$ cat src/rtl/uart_pkg.sv
// Shared UART definitions: frame state encoding, default widths and a parity helper.
// The PARITY state exists only when UART_TX_PARITY_EN is defined.
package uart_pkg;

    localparam int DEF_DATA_WIDTH     = 8;
    localparam int DEF_PRESCALE_WIDTH = 16;
    localparam int MAX_DATA_WIDTH     = 9;

    typedef enum logic [2:0] {
        IDLE   = 3'd0,
        START  = 3'd1,
        DATA   = 3'd2,
`ifdef UART_TX_PARITY_EN
        PARITY = 3'd4,
`endif
        STOP   = 3'd3
    } uart_state_t;

    // Zero-extended payload keeps one helper usable for every legal DATA_WIDTH.
    function automatic logic frame_parity(input logic [MAX_DATA_WIDTH-1:0] data, input logic odd);
        return (^data) ^ odd;
    endfunction

endpackage

$ cat src/rtl/uart_tx_param_if.sv
// Valid/ready payload handshake between a byte producer and the UART transmitter.
interface uart_tx_param_if
    import uart_pkg::*;
#(
    parameter int DATA_WIDTH = DEF_DATA_WIDTH
) ();

    logic [DATA_WIDTH-1:0] data_in;
    logic                  valid;
    logic                  ready;

    modport master (output data_in, output valid, input ready);
    modport slave  (input data_in, input valid, output ready);

endinterface

$ cat src/rtl/uart_tx_param_baud_cnt.sv
// Bit-period down-counter: bit_tick marks the last clk cycle of the current bit,
// tick_next is its next-cycle value so the caller can register edge-aligned pulses.
module uart_baud_cnt
    import uart_pkg::*;
#(
    parameter int PRESCALE_WIDTH = DEF_PRESCALE_WIDTH
) (
    input  logic                      clk,
    input  logic                      rst,
    input  logic                      load,
    input  logic [PRESCALE_WIDTH-1:0] prescale,
    output logic                      bit_tick,
    output logic                      tick_next
);

    logic [PRESCALE_WIDTH-1:0] cnt;
    logic [PRESCALE_WIDTH-1:0] cnt_next;
    logic [PRESCALE_WIDTH-1:0] period_m1;

    always_comb begin
        // A prescale of zero behaves as one cycle per bit.
        period_m1 = (prescale == '0) ? '0 : prescale - PRESCALE_WIDTH'(1);
        if (load)
            cnt_next = period_m1;
        else if (cnt != '0)
            cnt_next = cnt - PRESCALE_WIDTH'(1);
        else
            cnt_next = '0;
        tick_next = (cnt_next == '0);
    end

    always_ff @(posedge clk or negedge rst) begin
        if (!rst) begin
            cnt      <= '0;
            bit_tick <= 1'b1;
        end else begin
            cnt      <= cnt_next;
            bit_tick <= tick_next;
        end
    end

endmodule

$ cat src/rtl/uart_tx_param.sv
// Parameterised UART transmitter with valid/ready intake and back-to-back framing.
// Optional parity is compiled in with the macro UART_TX_PARITY_EN.
module uart_tx_param
    import uart_pkg::*;
#(
    parameter int DATA_WIDTH     = DEF_DATA_WIDTH,
    parameter int PRESCALE_WIDTH = DEF_PRESCALE_WIDTH
) (
    input  logic                      clk,
    input  logic                      rst,
    uart_tx_param_if.slave            stream,
    input  logic [PRESCALE_WIDTH-1:0] prescale,
    input  logic                      parity_en,
    input  logic                      parity_odd,
    input  logic                      two_stop,
    output logic                      tx,
    output logic                      busy,
    output logic                      done
);

    localparam int IDX_W = $clog2(DATA_WIDTH);
    localparam logic [IDX_W-1:0] LAST_IDX = IDX_W'(DATA_WIDTH - 1);

    uart_state_t               state;
    logic [DATA_WIDTH-1:0]     data_r;
    logic [PRESCALE_WIDTH-1:0] prescale_r;
    logic [IDX_W-1:0]          bit_idx;
    logic                      stop_idx;
    logic                      two_stop_r;
    logic                      par_on;
    logic                      rdy;
    logic                      accept;
    logic                      stop_final;
    logic                      next_final_stop;
    logic                      load;
    logic                      bit_tick;
    logic                      tick_next;
    logic [PRESCALE_WIDTH-1:0] period_sel;

`ifdef UART_TX_PARITY_EN
    logic par_en_r;
    logic par_bit_r;
    assign par_on = par_en_r;
`else
    logic unused_parity;
    assign unused_parity = parity_en ^ parity_odd;
    assign par_on        = 1'b0;
`endif

    assign stop_final   = (stop_idx == two_stop_r);
    assign rdy          = (state == IDLE) || ((state == STOP) && bit_tick && stop_final);
    assign stream.ready = rdy;
    assign accept       = stream.valid && rdy;
    assign load         = accept || ((state != IDLE) && bit_tick);
    // A newly accepted frame times its start bit from the live prescale input.
    assign period_sel   = accept ? prescale : prescale_r;

    uart_baud_cnt #(
        .PRESCALE_WIDTH(PRESCALE_WIDTH)
    ) u_baud_cnt (
        .clk       (clk),
        .rst       (rst),
        .load      (load),
        .prescale  (period_sel),
        .bit_tick  (bit_tick),
        .tick_next (tick_next)
    );

    // True when the coming cycle belongs to the final stop bit; combined with
    // tick_next it lets done be a register yet line up with that bit's last cycle.
    always_comb begin
        next_final_stop = 1'b0;
        case (state)
            DATA:    next_final_stop = bit_tick && (bit_idx == LAST_IDX) && !par_on && !two_stop_r;
`ifdef UART_TX_PARITY_EN
            PARITY:  next_final_stop = bit_tick && !two_stop_r;
`endif
            STOP:    next_final_stop = bit_tick ? !stop_final : stop_final;
            default: next_final_stop = 1'b0;
        endcase
    end

    always_ff @(posedge clk) begin
        if (accept) begin
            data_r     <= stream.data_in;
            prescale_r <= prescale;
        end else if (bit_tick && ((state == START) || (state == DATA))) begin
            data_r <= data_r >> 1;
        end
    end

    always_ff @(posedge clk or negedge rst) begin
        if (!rst) begin
            state      <= IDLE;
            tx         <= 1'b1;
            busy       <= 1'b0;
            done       <= 1'b0;
            bit_idx    <= '0;
            stop_idx   <= 1'b0;
            two_stop_r <= 1'b0;
`ifdef UART_TX_PARITY_EN
            par_en_r   <= 1'b0;
            par_bit_r  <= 1'b0;
`endif
        end else begin
            done <= next_final_stop && tick_next;
            if (accept) begin
                two_stop_r <= two_stop;
`ifdef UART_TX_PARITY_EN
                par_en_r   <= parity_en;
                par_bit_r  <= frame_parity(MAX_DATA_WIDTH'(stream.data_in), parity_odd);
`endif
            end
            case (state)
                IDLE: begin
                    if (accept) begin
                        state <= START;
                        tx    <= 1'b0;
                        busy  <= 1'b1;
                    end
                end
                START: begin
                    if (bit_tick) begin
                        state   <= DATA;
                        tx      <= data_r[0];
                        bit_idx <= '0;
                    end
                end
                DATA: begin
                    if (bit_tick) begin
                        if (bit_idx == LAST_IDX) begin
`ifdef UART_TX_PARITY_EN
                            if (par_en_r) begin
                                state <= PARITY;
                                tx    <= par_bit_r;
                            end else begin
                                state <= STOP;
                                tx    <= 1'b1;
                            end
`else
                            state <= STOP;
                            tx    <= 1'b1;
`endif
                            stop_idx <= 1'b0;
                        end else begin
                            bit_idx <= bit_idx + IDX_W'(1);
                            tx      <= data_r[0];
                        end
                    end
                end
`ifdef UART_TX_PARITY_EN
                PARITY: begin
                    if (bit_tick) begin
                        state    <= STOP;
                        tx       <= 1'b1;
                        stop_idx <= 1'b0;
                    end
                end
`endif
                STOP: begin
                    if (bit_tick) begin
                        if (!stop_final) begin
                            stop_idx <= 1'b1;
                        end else if (accept) begin
                            state <= START;
                            tx    <= 1'b0;
                        end else begin
                            state <= IDLE;
                            busy  <= 1'b0;
                        end
                    end
                end
                default: begin
                    state <= IDLE;
                    tx    <= 1'b1;
                    busy  <= 1'b0;
                end
            endcase
        end
    end

endmodule

$ cat src/flat_wrapper.sv
// flat-port wrapper written by rule: the top's interface ports become plain ports
module uart_tx_param_flat import uart_pkg::*;
#(
    parameter int DATA_WIDTH     = DEF_DATA_WIDTH,
    parameter int PRESCALE_WIDTH = DEF_PRESCALE_WIDTH
)
  (clk, rst, prescale, parity_en, parity_odd, two_stop, tx, busy, done, stream_data_in, stream_valid, stream_ready);
  uart_tx_param_if #(.DATA_WIDTH(DATA_WIDTH)) stream_i ();
  input  logic clk;
  input  logic rst;
  input  logic [PRESCALE_WIDTH-1:0] prescale;
  input  logic parity_en;
  input  logic parity_odd;
  input  logic two_stop;
  output logic tx;
  output logic busy;
  output logic done;
  input wire logic [$bits(stream_i.data_in)-1:0] stream_data_in;
  input wire logic [$bits(stream_i.valid)-1:0] stream_valid;
  output wire logic [$bits(stream_i.ready)-1:0] stream_ready;
  assign stream_i.data_in = stream_data_in;
  assign stream_i.valid = stream_valid;
  assign stream_ready = stream_i.ready;
  uart_tx_param #(.DATA_WIDTH(DATA_WIDTH), .PRESCALE_WIDTH(PRESCALE_WIDTH)) u_core (.clk(clk), .rst(rst), .stream(stream_i), .prescale(prescale), .parity_en(parity_en), .parity_odd(parity_odd), .two_stop(two_stop), .tx(tx), .busy(busy), .done(done));
endmodule
$ cat config.mk
export PLATFORM = sky130hd
export DESIGN_NAME = uart_tx_param_flat
export DESIGN_NICKNAME = d
export VERILOG_FILES = /design/src/rtl/uart_pkg.sv /design/src/rtl/uart_tx_param_if.sv /design/src/rtl/uart_tx_param_baud_cnt.sv /design/src/rtl/uart_tx_param.sv /design/src/flat_wrapper.sv
export SDC_FILE = /design/constraint.sdc
export NUM_CORES = 1
export LEC_CHECK = 0
export ABC_CLOCK_PERIOD_IN_PS = 4140
export BUFFER_PORTS_ARGS = -buffer_cell sky130_fd_sc_hd__buf_2
export CORE_MARGIN = 8
export CORE_UTILIZATION = 44
export CTS_CLUSTER_DIAMETER = 200
export DETAILED_ROUTE_END_ITERATION = 16
export PLACE_DENSITY = 0.68
export SETUP_SLACK_MARGIN = 0.5
export SLEW_MARGIN = 5
export SYNTH_ARGS = -nofsm -noshare
export SYNTH_HDL_FRONTEND = slang
export SYNTH_SLANG_ARGS = --single-unit
$ cat constraint.sdc
create_clock -name clk -period 4.14 [get_ports clk]
set_clock_uncertainty 0.1 [all_clocks]
set_input_delay 0 -clock clk [delete_from_list [all_inputs] [get_ports clk]]
set_output_delay 0 -clock clk [all_outputs]
set_load 0.02 [all_outputs]
==> impl_results.md <==
- Status: completed
- DRC Markers: 0
- Die Area: 10300 um2
- Crit. End Element: register
- Clock Path Buffers: 2
- Post-synth ARST share: 0.529
- Via total after detailed routing: between 2000 and 3000
- Synth area leader: dfrtp_1
- Post-route setup TNS: 0 ns
- CTS sink count: 51
- Diodes inserted: 0
- RSZ-0062 raised after global routing: false
- Initial antenna violation count: 0
- Max stage delay cell, worst path: or4b_4
- Crit path max fanout: 10
- Yosys cell types: between 50 and 60
- WL final: 8.04 mm
- EDFF count, synth: 8
- Core Rows: 31
- Total gr overflow: 0
- Critical path class: register to register
- GRT Util Overall: 0.157
- Fmax achieved: 289 MHz
- Synth Flop Type: dfrtp_1
- Pwr dens: 230 nW/um2
- Critical Path, Cell by Cell: ha_4 > and3_4 > a21boi_4 > mux2i_2 > ha_2 > nor3b_4 > nand4_1 > mux2i_1 > or2_4 > o32ai_2 > or4b_4 > nor4_2
- Placed insts: 491
- Post-synthesis sequential area ratio: 0.385
- Post-Syn Nets: 412
- CTS Buf Count: 5
- Netlist Area Pre-Place: 3220 um2
- Area Growth Syn to Fin: 23.4%
- Post-synth top area share: 0.194
- Core ar.: 7180 um2
- H-tree depth: 2
- Ports: 34
- Pleak: 1.67 nW
- Final hold violation count: 0
- Largest net degree at the start of global routing: 31
- GPL Wtd Cong: about 0.87
- CP peak stage delay: 0.51 ns
- Max_cap viols: 0
- Min Tclk post-route: between 3 and 4 ns
- Data required, critical path: 4.26 ns
- WP data arrival: roughly 3.6 ns
- Initial Util: 0.449
- HPWL Detailed: 5.55 mm
- Mean routed wirelength per cell: 15.1 um
- Share of post-route cells with drive strength above 1: 0.187
- Final period util: 0.836
- Filler instances: about 630
- Final core utilization: 0.553
- Final setup vio count: 0
- CTS tree: yes
- Worst-path clk slew: roughly 0.090 ns
- Initial DRC count: 149
- Via density: around 5.5
- Die width: between 100 and 150 um
- CTS root buf: clkbuf_8
- PortBufs: 31
- Peak supply drop: 0.202 mV
- Delay-heaviest family, CP: simple AND/OR/NAND/NOR gates
- Syn Inst Count: 374
- Post-synthesis sequential element count: between 50 and 60
- Slew Viols, Final: 0
- Drt pass-1 iters: 4
- Die Y: 102 um
- Min-Delay Path Class: input pin to async pin
- Ys Warns: 0
- Mean Syn Cell Area: 8.61 um2
- Vias in the first global route: 2728
- Cell Count, Final, Fillers Out: 533
- Crit path buffers/inverters: 0
- Worst setup SP type: register
- Top cells by area, synth: dfrtp_1, dfxtp_1, nand2_1
- Rel. slew slack: 0.464
- Clk Latency, worst-skew pair: 0.31 ns
- Fin nets: ~470
- Worst-margin pin slew: 0.797 ns
- Antenna Nets Post-Route: 0
- First-pass GRT wire length: 13.2 mm
-- power by group --
group | internal (mW) | total (mW) | switching, mW
logic | 0.0319 | 0.0596 | 0.0277
clock network | 0.181 | 0.347 | 0.166
registers | 0.505 | 0.506 | 0.000254
total | 0.718 | 0.912 | 0.194
-- metal layers --
| layer | GRT usage | vias up | wire [um] |
|---|---|---|---|
| li1 | - | 1467 | - |
| met1 | 0.214 | 1378 | 3730 |
| met2 | 0.252 | 53 | 3870 |
| met5 | 0 | - | 0 |
| met4 | 0.0424 | 0 | 98 |
| met3 | 0.0220 | 7 | 335 |
-- synthesized netlist by cell type, drive strengths merged, types with 2 or more instances --
cell	number
a211oi	2
a21oi	15
a22o	4
a31oi	2
and3	3
buf	6
clkbuf	9
dfrtp	25
dfstp	2
dfxtp	16
edfxtp	8
ha	8
inv	11
mux2	6
mux2i	12
nand2	69
nand2b	2
nand3	10
nand3b	3
nand4	5
nor2	36
nor3	8
nor3b	3
nor4	15
nor4b	3
o21a	2
o21ai	14
o21bai	2
o22ai	8
o2bb2ai	3
o31ai	4
or2	2
or3	8
or4	4
or4b	3
xnor2	17
xor2	10
-- cell usage in the layout, fill, tap and decap left out, types with 9 or more instances in the layout --
| cell type | n |
|---|---|
| a21oi_1 | 15 |
| buf_2 | 31 |
| buf_4 | 9 |
| dfrtp_1 | 23 |
| dfxtp_1 | 16 |
| dlygate4sd3_1 | 27 |
| inv_1 | 9 |
| mux2i_1 | 11 |
| nand2_1 | 68 |
| nand3_1 | 10 |
| nor2_1 | 36 |
| nor4_1 | 10 |
| o21ai_0 | 14 |
| xnor2_1 | 16 |
| xor2_1 | 10 |
-- stage by stage --
stage | total power, mW | hold WS [ns] | setup slack (ns) | instance area [um2]
5_1_grt | 0.938 | 0.192 | 0.421 | 3970
2_1_floorplan | 0.526 | -0.396 | 0.501 | 3310
3_5_place_dp | 0.555 | -0.0453 | 0.445 | 3520
4_1_cts | 0.919 | 0.154 | 0.580 | 3900
3_3_place_gp | 0.555 | -0.0550 | 0.517 | 3520
6_report | 0.912 | 0.135 | 0.678 | 3970
-- logic make-up after synthesis --
logic type | share of synthesized area
xor+xnor | 0.0735
mux | 0.0583
fa+ha+maj | 0.0311
flops | 0.385
compound gates | 0.140
simple gates | 0.281
buf+inv | 0.0315
-- sequential cells by signal, summed over array words and instances (netlist names), 2 cells and up --
register,count
u_core.prescale_r,16
u_core.u_baud_cnt.cnt,16
u_core.data_r,8
u_core.state,2
u_core.bit_idx,3
-- path summary, 6_finish.rpt --
check,start,end,slack [ns],cells past startpoint
min in group clk,two_stop,u_core.two_stop_r,0.33,4
min reg2reg,u_core.tx,u_core.tx,0.39,2
max,u_core.state[0],u_core.done,0.68,12
max in group asynchronous,rst,u_core.state[1],3.36,2
max reg2reg,u_core.state[0],u_core.done,0.68,12
min,rst,u_core.u_baud_cnt.cnt[13],0.14,2
-- timing repair --
action,CTS,global route
hold buffers,27,0
buffers inserted,1,6
pin swaps,0,1
gates resized for setup,0,6
endpoints found under the setup margin,2,2
hold endpoints to repair,54,0
-- layout make-up --
class / count / area, um2 / share of cell area
repair buffers: 67 / 493 / 0.124
flip-flops and latches: 51 / 1240 / 0.313
well taps: 99 / 124 / 0.0312
inverters: 11 / 41.3 / 0.0104
clock buffers: 7 / 76.3 / 0.0192
multi-input cells: 297 / 1970 / 0.495
clock inverters: 1 / 30.0 / 0.00756
Note: power is estimated with default switching activity, not from simulation.
